`config.mk`:
```
export PLATFORM = sky130hd
export DESIGN_NAME = seq_calculator
export DESIGN_NICKNAME = d
export VERILOG_FILES = /design/src/rtl/seq_calculator.sv
export SDC_FILE = /design/constraint.sdc
export NUM_CORES = 2
export LEC_CHECK = 0
export ABC_CLOCK_PERIOD_IN_PS = 11350
export CAP_MARGIN = 5
export CORE_ASPECT_RATIO = 1.4
export CORE_MARGIN = 4
export CORE_UTILIZATION = 45
export CTS_BUF_LIST = sky130_fd_sc_hd__clkbuf_4
export DETAILED_ROUTE_END_ITERATION = 8
export PLACE_DENSITY = 0.72
export SYNTH_ARGS = -nofsm -noshare
export SYNTH_HDL_FRONTEND = slang
export SYNTH_SLANG_ARGS = --single-unit
```
`constraint.sdc`:
```
create_clock -name clk -period 11.35 [get_ports clk]
set_input_delay 1.7025 -clock clk [delete_from_list [all_inputs] [get_ports clk]]
set_output_delay 1.7025 -clock clk [all_outputs]
set_load 0.005 [all_outputs]
```
`src/rtl/seq_calculator.sv`:
```
// -----------------------------------------------------------------------------
// seq_calculator
//   Multi-cycle signed calculator. Add/sub/mul finish in one execute cycle.
//   Divide uses a restoring shift-subtract divider (one quotient bit per
//   cycle). Power uses LSB-first square-and-multiply over all NB bits of b.
//
//   Optional feature macro: CALC_POW_EN
//     defined   -> opcode 4 computes a**b
//     undefined -> no power datapath; opcode 4 is reported as invalid
//
// Ports:
//   clk       rising-edge clock
//   rst       synchronous active-high reset
//   start     request, sampled only while busy=0 (IDLE or FIN)
//   operand   opcode: 0 add, 1 sub, 2 mul, 3 div, 4 pow, 5-7 invalid
//   a, b      signed NB-bit operands, latched on acceptance
//   busy      high while an operation executes
//   done      one-cycle completion pulse
//   result    signed NB-bit result, held after done
//   err_div0  divide-by-zero flag, valid with done
//   err_op    invalid-opcode flag, valid with done
// -----------------------------------------------------------------------------
module seq_calculator #(
  parameter int NB = 48
) (
  input  logic          clk,
  input  logic          rst,
  input  logic          start,
  input  logic [2:0]    operand,
  input  logic [NB-1:0] a,
  input  logic [NB-1:0] b,
  output logic          busy,
  output logic          done,
  output logic [NB-1:0] result,
  output logic          err_div0,
  output logic          err_op
);

  localparam logic [1:0] IDLE = 2'd0;
  localparam logic [1:0] EXEC = 2'd1;
  localparam logic [1:0] FIN  = 2'd2;

  localparam logic [2:0] OP_ADD = 3'd0;
  localparam logic [2:0] OP_SUB = 3'd1;
  localparam logic [2:0] OP_MUL = 3'd2;
  localparam logic [2:0] OP_DIV = 3'd3;
`ifdef CALC_POW_EN
  localparam logic [2:0] OP_POW = 3'd4;
`endif

  localparam int            CW   = $clog2(NB + 1);
  // Iterative ops run NB step cycles (cnt 0..NB-1) plus one finishing cycle.
  localparam logic [CW-1:0] LAST = CW'(NB);

  logic [1:0]    state_reg;
  logic [2:0]    op_reg;
  logic [NB-1:0] a_reg;
  logic [NB-1:0] b_reg;
  logic [CW-1:0] cnt_reg;
  logic [NB-1:0] res_reg;
  logic          e0_reg;
  logic          eo_reg;

  // Divider state: quo_reg starts as |a| and is shifted out MSB-first into
  // the partial remainder while quotient bits shift in at the LSB.
  logic [NB-1:0] quo_reg;
  logic [NB-1:0] dvs_reg;
  logic [NB-1:0] rem_reg;
  logic          neg_reg;

  logic [NB-1:0] a_mag;
  logic [NB-1:0] b_mag;
  logic [NB:0]   rem_shift;
  logic [NB:0]   div_trial;

  always_comb begin
    // Magnitude of the most negative value is 2^(NB-1), which still fits
    // in NB unsigned bits.
    a_mag     = a[NB-1] ? -a : a;
    b_mag     = b[NB-1] ? -b : b;
    rem_shift = {rem_reg, quo_reg[NB-1]};
    div_trial = rem_shift - {1'b0, dvs_reg};
  end

`ifdef CALC_POW_EN
  localparam logic [NB-1:0] ONE = NB'(1);

  logic [NB-1:0] acc_reg;
  logic [NB-1:0] base_reg;
  logic [NB-1:0] exp_reg;
  logic [NB-1:0] acc_mul;
  logic [NB-1:0] base_sq;

  // Only the low NB bits of each intermediate are kept, and the low half of
  // a product is the same for signed and unsigned operands.
  assign acc_mul = acc_reg * base_reg;
  assign base_sq = base_reg * base_reg;
`endif

  always_ff @(posedge clk) begin
    if (rst) begin
      state_reg <= IDLE;
      cnt_reg   <= '0;
      res_reg   <= '0;
      e0_reg    <= 1'b0;
      eo_reg    <= 1'b0;
    end else begin
      case (state_reg)
        IDLE, FIN: begin
          if (start) begin
            state_reg <= EXEC;
            op_reg    <= operand;
            a_reg     <= a;
            b_reg     <= b;
            cnt_reg   <= '0;
            e0_reg    <= 1'b0;
            eo_reg    <= 1'b0;
            quo_reg   <= a_mag;
            dvs_reg   <= b_mag;
            rem_reg   <= '0;
            neg_reg   <= a[NB-1] ^ b[NB-1];
`ifdef CALC_POW_EN
            acc_reg   <= ONE;
            base_reg  <= a;
            exp_reg   <= b;
`endif
          end else begin
            state_reg <= IDLE;
          end
        end

        EXEC: begin
          case (op_reg)
            OP_ADD: begin
              res_reg   <= a_reg + b_reg;
              state_reg <= FIN;
            end
            OP_SUB: begin
              res_reg   <= a_reg - b_reg;
              state_reg <= FIN;
            end
            OP_MUL: begin
              // Full 2*NB-bit signed product, then keep the low NB bits.
              res_reg   <= NB'({{NB{a_reg[NB-1]}}, a_reg} * {{NB{b_reg[NB-1]}}, b_reg});
              state_reg <= FIN;
            end
            OP_DIV: begin
              if (b_reg == '0) begin
                res_reg   <= '0;
                e0_reg    <= 1'b1;
                state_reg <= FIN;
              end else if (cnt_reg != LAST) begin
                if (!div_trial[NB]) begin
                  rem_reg <= div_trial[NB-1:0];
                  quo_reg <= {quo_reg[NB-2:0], 1'b1};
                end else begin
                  rem_reg <= rem_shift[NB-1:0];
                  quo_reg <= {quo_reg[NB-2:0], 1'b0};
                end
                cnt_reg <= cnt_reg + 1'b1;
              end else begin
                // Truncation toward zero falls out of dividing magnitudes.
                // -2^(NB-1) / -1 gives magnitude 2^(NB-1), which reads back
                // as -2^(NB-1): the intended wrap.
                res_reg   <= neg_reg ? -quo_reg : quo_reg;
                state_reg <= FIN;
              end
            end
`ifdef CALC_POW_EN
            OP_POW: begin
              if (cnt_reg != LAST) begin
                if (exp_reg[0]) begin
                  acc_reg <= acc_mul;
                end
                base_reg <= base_sq;
                exp_reg  <= {1'b0, exp_reg[NB-1:1]};
                cnt_reg  <= cnt_reg + 1'b1;
              end else begin
                // Negative exponent: only +1 and -1 have integer results.
                // For those bases the unsigned-exponent product already has
                // the right value (same parity), so it is passed through.
                if (b_reg[NB-1] && (a_reg != ONE) && (a_reg != '1)) begin
                  res_reg <= '0;
                end else begin
                  res_reg <= acc_reg;
                end
                state_reg <= FIN;
              end
            end
`endif
            default: begin
              res_reg   <= '0;
              eo_reg    <= 1'b1;
              state_reg <= FIN;
            end
          endcase
        end

        default: state_reg <= IDLE;
      endcase
    end
  end

  assign busy     = (state_reg == EXEC);
  assign done     = (state_reg == FIN);
  assign result   = res_reg;
  assign err_div0 = e0_reg;
  assign err_op   = eo_reg;

endmodule

```
# Yosys cells after proc, flatten, opt, wreduce, memory -nomap -nowiden
# Cells that the tools add are included.
[totals] ff_bits=302 word_cells=83
[op_classes] addsub=7 n_mul=1 eq_ne=14 mux=34 bitwise_logic=2 n_reduce_logical=12
[ops] operator="$mux 48" n=13
[ops] operator="$pmux 48 s2" n=2
[ops] operator="$pmux 48 s4" n=1
[ops] operator="$neg 48->48" n=3
[ops] operator="$sub 49x48->49" n=1
[ops] operator="$add 48x48->48" n=1
[ops] operator="$logic_not 48->1" n=1
[ops] operator="$mul 48x48->48" n=1
[ops] operator="$sub 48x48->48" n=1
[ops] operator="$mux 47" n=1
[ops] operator="$mux 6" n=4
[ops] operator="$pmux 6 s2" n=1
[ops] operator="$add 6x1->6 const B" n=1
[ops] operator="$eq 3x2->1 const B" n=2
[ops] operator="$mux 1" n=6
[ops] operator="$mux 2" n=3
[ops] operator="$ne 2x1->1 const B" n=3
[ops] operator="$ne 2x2->1 const B" n=3
[ops] operator="$ne 6x6->1 const B" n=1
[ops] operator="$reduce_and 3->1" n=2
[ops] operator="$reduce_and 6->1" n=1
[ops] operator="$reduce_and 5->1" n=1
[ops] operator="$ne 4x4->1 const B" n=1
[ops] operator="$pmux 1 s2" n=2
[ops] operator="14 further kinds" n=14

# Logic depth before layout (Yosys ltp)
[logic_depth] word_depth=6 ltp_mapped=31 mapped_depth_nobuf=28

# Worst setup path after synthesis
# OpenSTA, ideal clock, no wires.
[synth_path] path_type="input port to flip-flop" startpoint="input rst" endpoint="register a_reg[0] (enable)" t_arrival_ns=8.226 slack_ns=2.469 stages=3 path_buffers=2 cell_sequence="clkbuf_1 -> clkbuf_1 -> nor2_1"
[synth_via] elab_chain_cells=2
[synth_rtl] item="from (decl)" line="27" source="input logic rst,"
[synth_rtl] item="$not 1->1 (no line)"
[synth_rtl] item="$reduce_and 3->1 (no line)"
[synth_rtl] item="to (signal assigned)" line="113" source="a_reg <= a;"
[synth_rtl] item="to (decl)" line="57" source="logic [NB-1:0] a_reg;"
# No other way between the ends.
# A chain may end at the register's enable or synchronous reset.

# Worst setup path in the final report
[layout_path] startpoint="register b_reg[0]" endpoint="register res_reg[44], in the netlist result[44]"
[layout_via] elab_chain_cells=3 word_cells_on_any_way=8 cone_classes="add/sub (2); mul (1); eq/ne (1); mux (2); reduce/logical (2)"
[layout_rtl] item="from (decl)" line="58" source="logic [NB-1:0] b_reg;"
[layout_rtl] item="from (signal assigned)" line="114" source="b_reg <= b;"
[layout_rtl] item="parallel branches: the longest is 3 deep, another holds $mul 48x48->48"
[layout_rtl] item="to (signal assigned)" line="135" source="res_reg <= a_reg + b_reg;"
[layout_rtl] item="to (signal assigned)" line="139" source="res_reg <= a_reg - b_reg;"
[layout_rtl] item="to (signal assigned)" line="144" source="res_reg <= NB'({{NB{a_reg[NB-1]}}, a_reg} * {{NB{b_reg[NB-1]}}, b_reg});"
[layout_rtl] item="to (decl)" line="60" source="logic [NB-1:0] res_reg;"
# Several ways; the timed one is not identified.

==> impl_metrics.json <==
{
  "status": "complete, no violations",
  "slew_violations": 0,
  "fin_crit_sh_pct": 81.7,
  "path_class": "reg -> reg",
  "wl_um": 176000,
  "die_x_um": 307,
  "cts_buffer_depth": 3,
  "min_path_type": "reg -> reg",
  "grt_antenna_before_repair": 7,
  "cts-hold-fix-buffers": 0,
  "fmax_mhz": 108,
  "drc": 0,
  "clock-root-buffer": "clkbuf_4",
  "cts_tree": "yes",
  "grt_pass1_vias": 47698,
  "gr-usage-all-layers_pct": 27.3,
  "wl_per_cell_um": 22.5,
  "crit_required_ns": 12.10,
  "skew_ns": 0.183,
  "ios": 154,
  "vias": 43942,
  "syn_inst": 6152,
  "coreArea_um2": 124000,
  "port_buffers": 153,
  "dp_hpwl_um": 136000,
  "dieArea_um2": 131000,
  "min_period_ns": 9.27,
  "ys_seq_area_share_pct": 15.0,
  "critPathCapture": "result[44]",
  "numCtsBuffers": 70,
  "cts-resized-gates": 0,
  "dieHeight_um": 427,
  "grt_pass1_wl_um": 275000,
  "synthToLayoutAreaGrowth_pct": 7.04,
  "syn-num-nets": 7600,
  "hold_viol": 0,
  "placementRows": 153,
  "grt_max_degree": 139,
  "syn_avg_cell_area_um2": 9.18,
  "post_synth_instance_area_um2": 56500,
  "gp_congestion": 0.987,
  "grt.overflow.total": 0,
  "synth_edf_count": 243,
  "timing.rr.start": "b_reg[0]",
  "nNetsFinal": 7568,
  "synth_flop_cell": "edfxtp_1",
  "firstDrtPassIters": 6,
  "avgViaCountPerCell": 5.63,
  "fillerInstances": 11756,
  "initial_core_util_pct": 45.4,
  "path_clk_slew_ns": 0.16,
  "drtIter0Drc": 3149,
  "setup-violations-final": 0,
  "slew-limit-headroom_pct": 8.07,
  "critPathLaunch": "b_reg[0]",
  "rr_endpoint": "result[44]",
  "drv_cap": 0,
  "end_kind": "flip-flop",
  "tightest_slew_ns": 1.38,
  "synth_seq_cells": 301,
  "ant_nets": 0,
  "async_flop_share_pct": 0,
  "tns_ns": 0,
  "r2r_cells": 26,
  "synth.distinct_cells": 85,
  "start_kind": "flip-flop",
  "ff2ff_setup_slack_ns": 2.08,
  "cp_data_arrival_time_ns": 10.02,
  "rsz0062_at_grt": "false",
  "clock_latency_ns": 0.98,
  "drive_gt1_share_pct": 3.97,
  "cts_max_level": 3,
  "cts_setup_buffers": 0,
  "cts.sinks": 301,
  "ys_warn_count": 0,
  "crit_fanout": 31
}
## worst min-delay path by stage
stage	cells after the start	from	slack, ns	to
final	2	result[26]	0.47	result[26]
after global routing	2	result[25]	0.50	result[25]
after CTS	2	result[26]	0.47	result[26]
after detailed placement	2	result[26]	0.45	result[26]
after global placement	2	result[23]	0.44	result[23]
after floorplan	2	result[19]	0.45	result[19]
## cell type report
| class | instances | area (um^2) | area share [%] |
|---|---|---|---|
| clock inverters | 28 | 253 | 0.418 |
| flip-flops and latches | 301 | 8460 | 14.0 |
| repair buffers | 237 | 2170 | 3.59 |
| multi-input cells | 4422 | 42700 | 70.7 |
| inverters | 1088 | 4080 | 6.76 |
| well taps | 1627 | 2040 | 3.37 |
| diodes | 3 | 7.51 | 0.0124 |
| clock buffers | 97 | 728 | 1.20 |
## layout by cell type, fill, tap and decap left out, types with 15 or more instances in the layout
master / instances
clkbuf_4: 97
a21o_1: 72
nand2b_1: 26
inv_1: 1087
fa_1: 995
or4_1: 32
o21a_1: 28
dfxtp_1: 58
and2_1: 623
nand3_1: 40
o22ai_1: 18
nand4_1: 18
and3_1: 15
a21oi_1: 170
nor2b_1: 17
or3_1: 33
clkdlybuf4s50_1: 150
edfxtp_1: 243
o21bai_1: 25
xor2_1: 169
mux2i_1: 44
o31ai_1: 55
nor3_1: 41
a211oi_1: 32
nor2_1: 182
clkinv_1: 18
buf_4: 82
ha_1: 351
xnor2_1: 226
nor4_1: 20
a31oi_1: 21
o41ai_1: 24
nand2_1: 749
o21ai_0: 207
## kinds of logic after synthesis
kind of cell | after synthesis | share of synthesized area [%]
buf+inv | 1429 | 9.50
mux | 45 | 0.800
flops | 301 | 15.0
xor+xnor | 396 | 6.17
fa+ha+maj | 1346 | 43.1
simple gates | 1859 | 16.6
compound gates | 776 | 8.89
## routing by layer
metal	vias to the layer above	share of wire [%]	GRT usage, %
met5	-	0.0040	0
met4	2	8.0	17.9
met3	589	6.3	3.02
met2	1808	50	48.4
met1	22278	36	31.3
li1	19265	-	-
## cells in the mapped netlist (33+ instances only)
library cell | count | share of area, %
nor2_1 | 185 | 1.2
o31ai_1 | 55 | 0.73
clkbuf_1 | 318 | 2.1
inv_1 | 1087 | 7.2
a21oi_1 | 170 | 1.5
xnor2_1 | 226 | 3.5
ha_1 | 351 | 7.8
a21o_1 | 72 | 0.96
xor2_1 | 169 | 2.6
nor3_1 | 41 | 0.36
edfxtp_1 | 243 | 13
fa_1 | 995 | 35
or3_1 | 33 | 0.37
mux2i_1 | 44 | 0.78
o21ai_0 | 207 | 1.8
nand3_1 | 40 | 0.35
dfxtp_1 | 58 | 2.1
and2_1 | 623 | 6.9
nand2_1 | 749 | 5.0
## per-stage QoR
stage	util, %	cells	hold slack [ns]	area [um^2]	setup slack (ns)
4_1_cts	48.6	7800	0.468	60400	2.19
5_1_grt	48.6	7802	0.500	60400	1.71
3_3_place_gp	47.8	7675	0.443	59500	2.40
2_1_floorplan	-	6152	0.448	56500	2.47
3_5_place_dp	47.8	7675	0.451	59500	2.32
6_report	48.6	7803	0.468	60400	2.08
## critical path: stages, from the launching register on
cell and delay [ns]:
edfxtp_1 0.91, buf_4 0.51, nand2_1 0.15, fa_1 0.58, inv_1 0.05, ha_1 0.29, fa_1 0.54, inv_1 0.05
fa_1 0.46, fa_1 0.55, inv_1 0.06, fa_1 0.51, inv_1 0.06, fa_1 0.54, inv_1 0.05, fa_1 0.49
fa_1 0.43, ha_1 0.34, and3_1 0.21, a221oi_1 0.43, nor3_1 0.09, nor4_1 0.49, a31oi_1 0.25, a21oi_1 0.51
a21oi_1 0.16, mux2i_1 0.19, a31oi_1 0.09
Power is left out: the tool's default activity adds up to more than one toggle a clock period on the data nets, which glitch-free logic cannot reach.
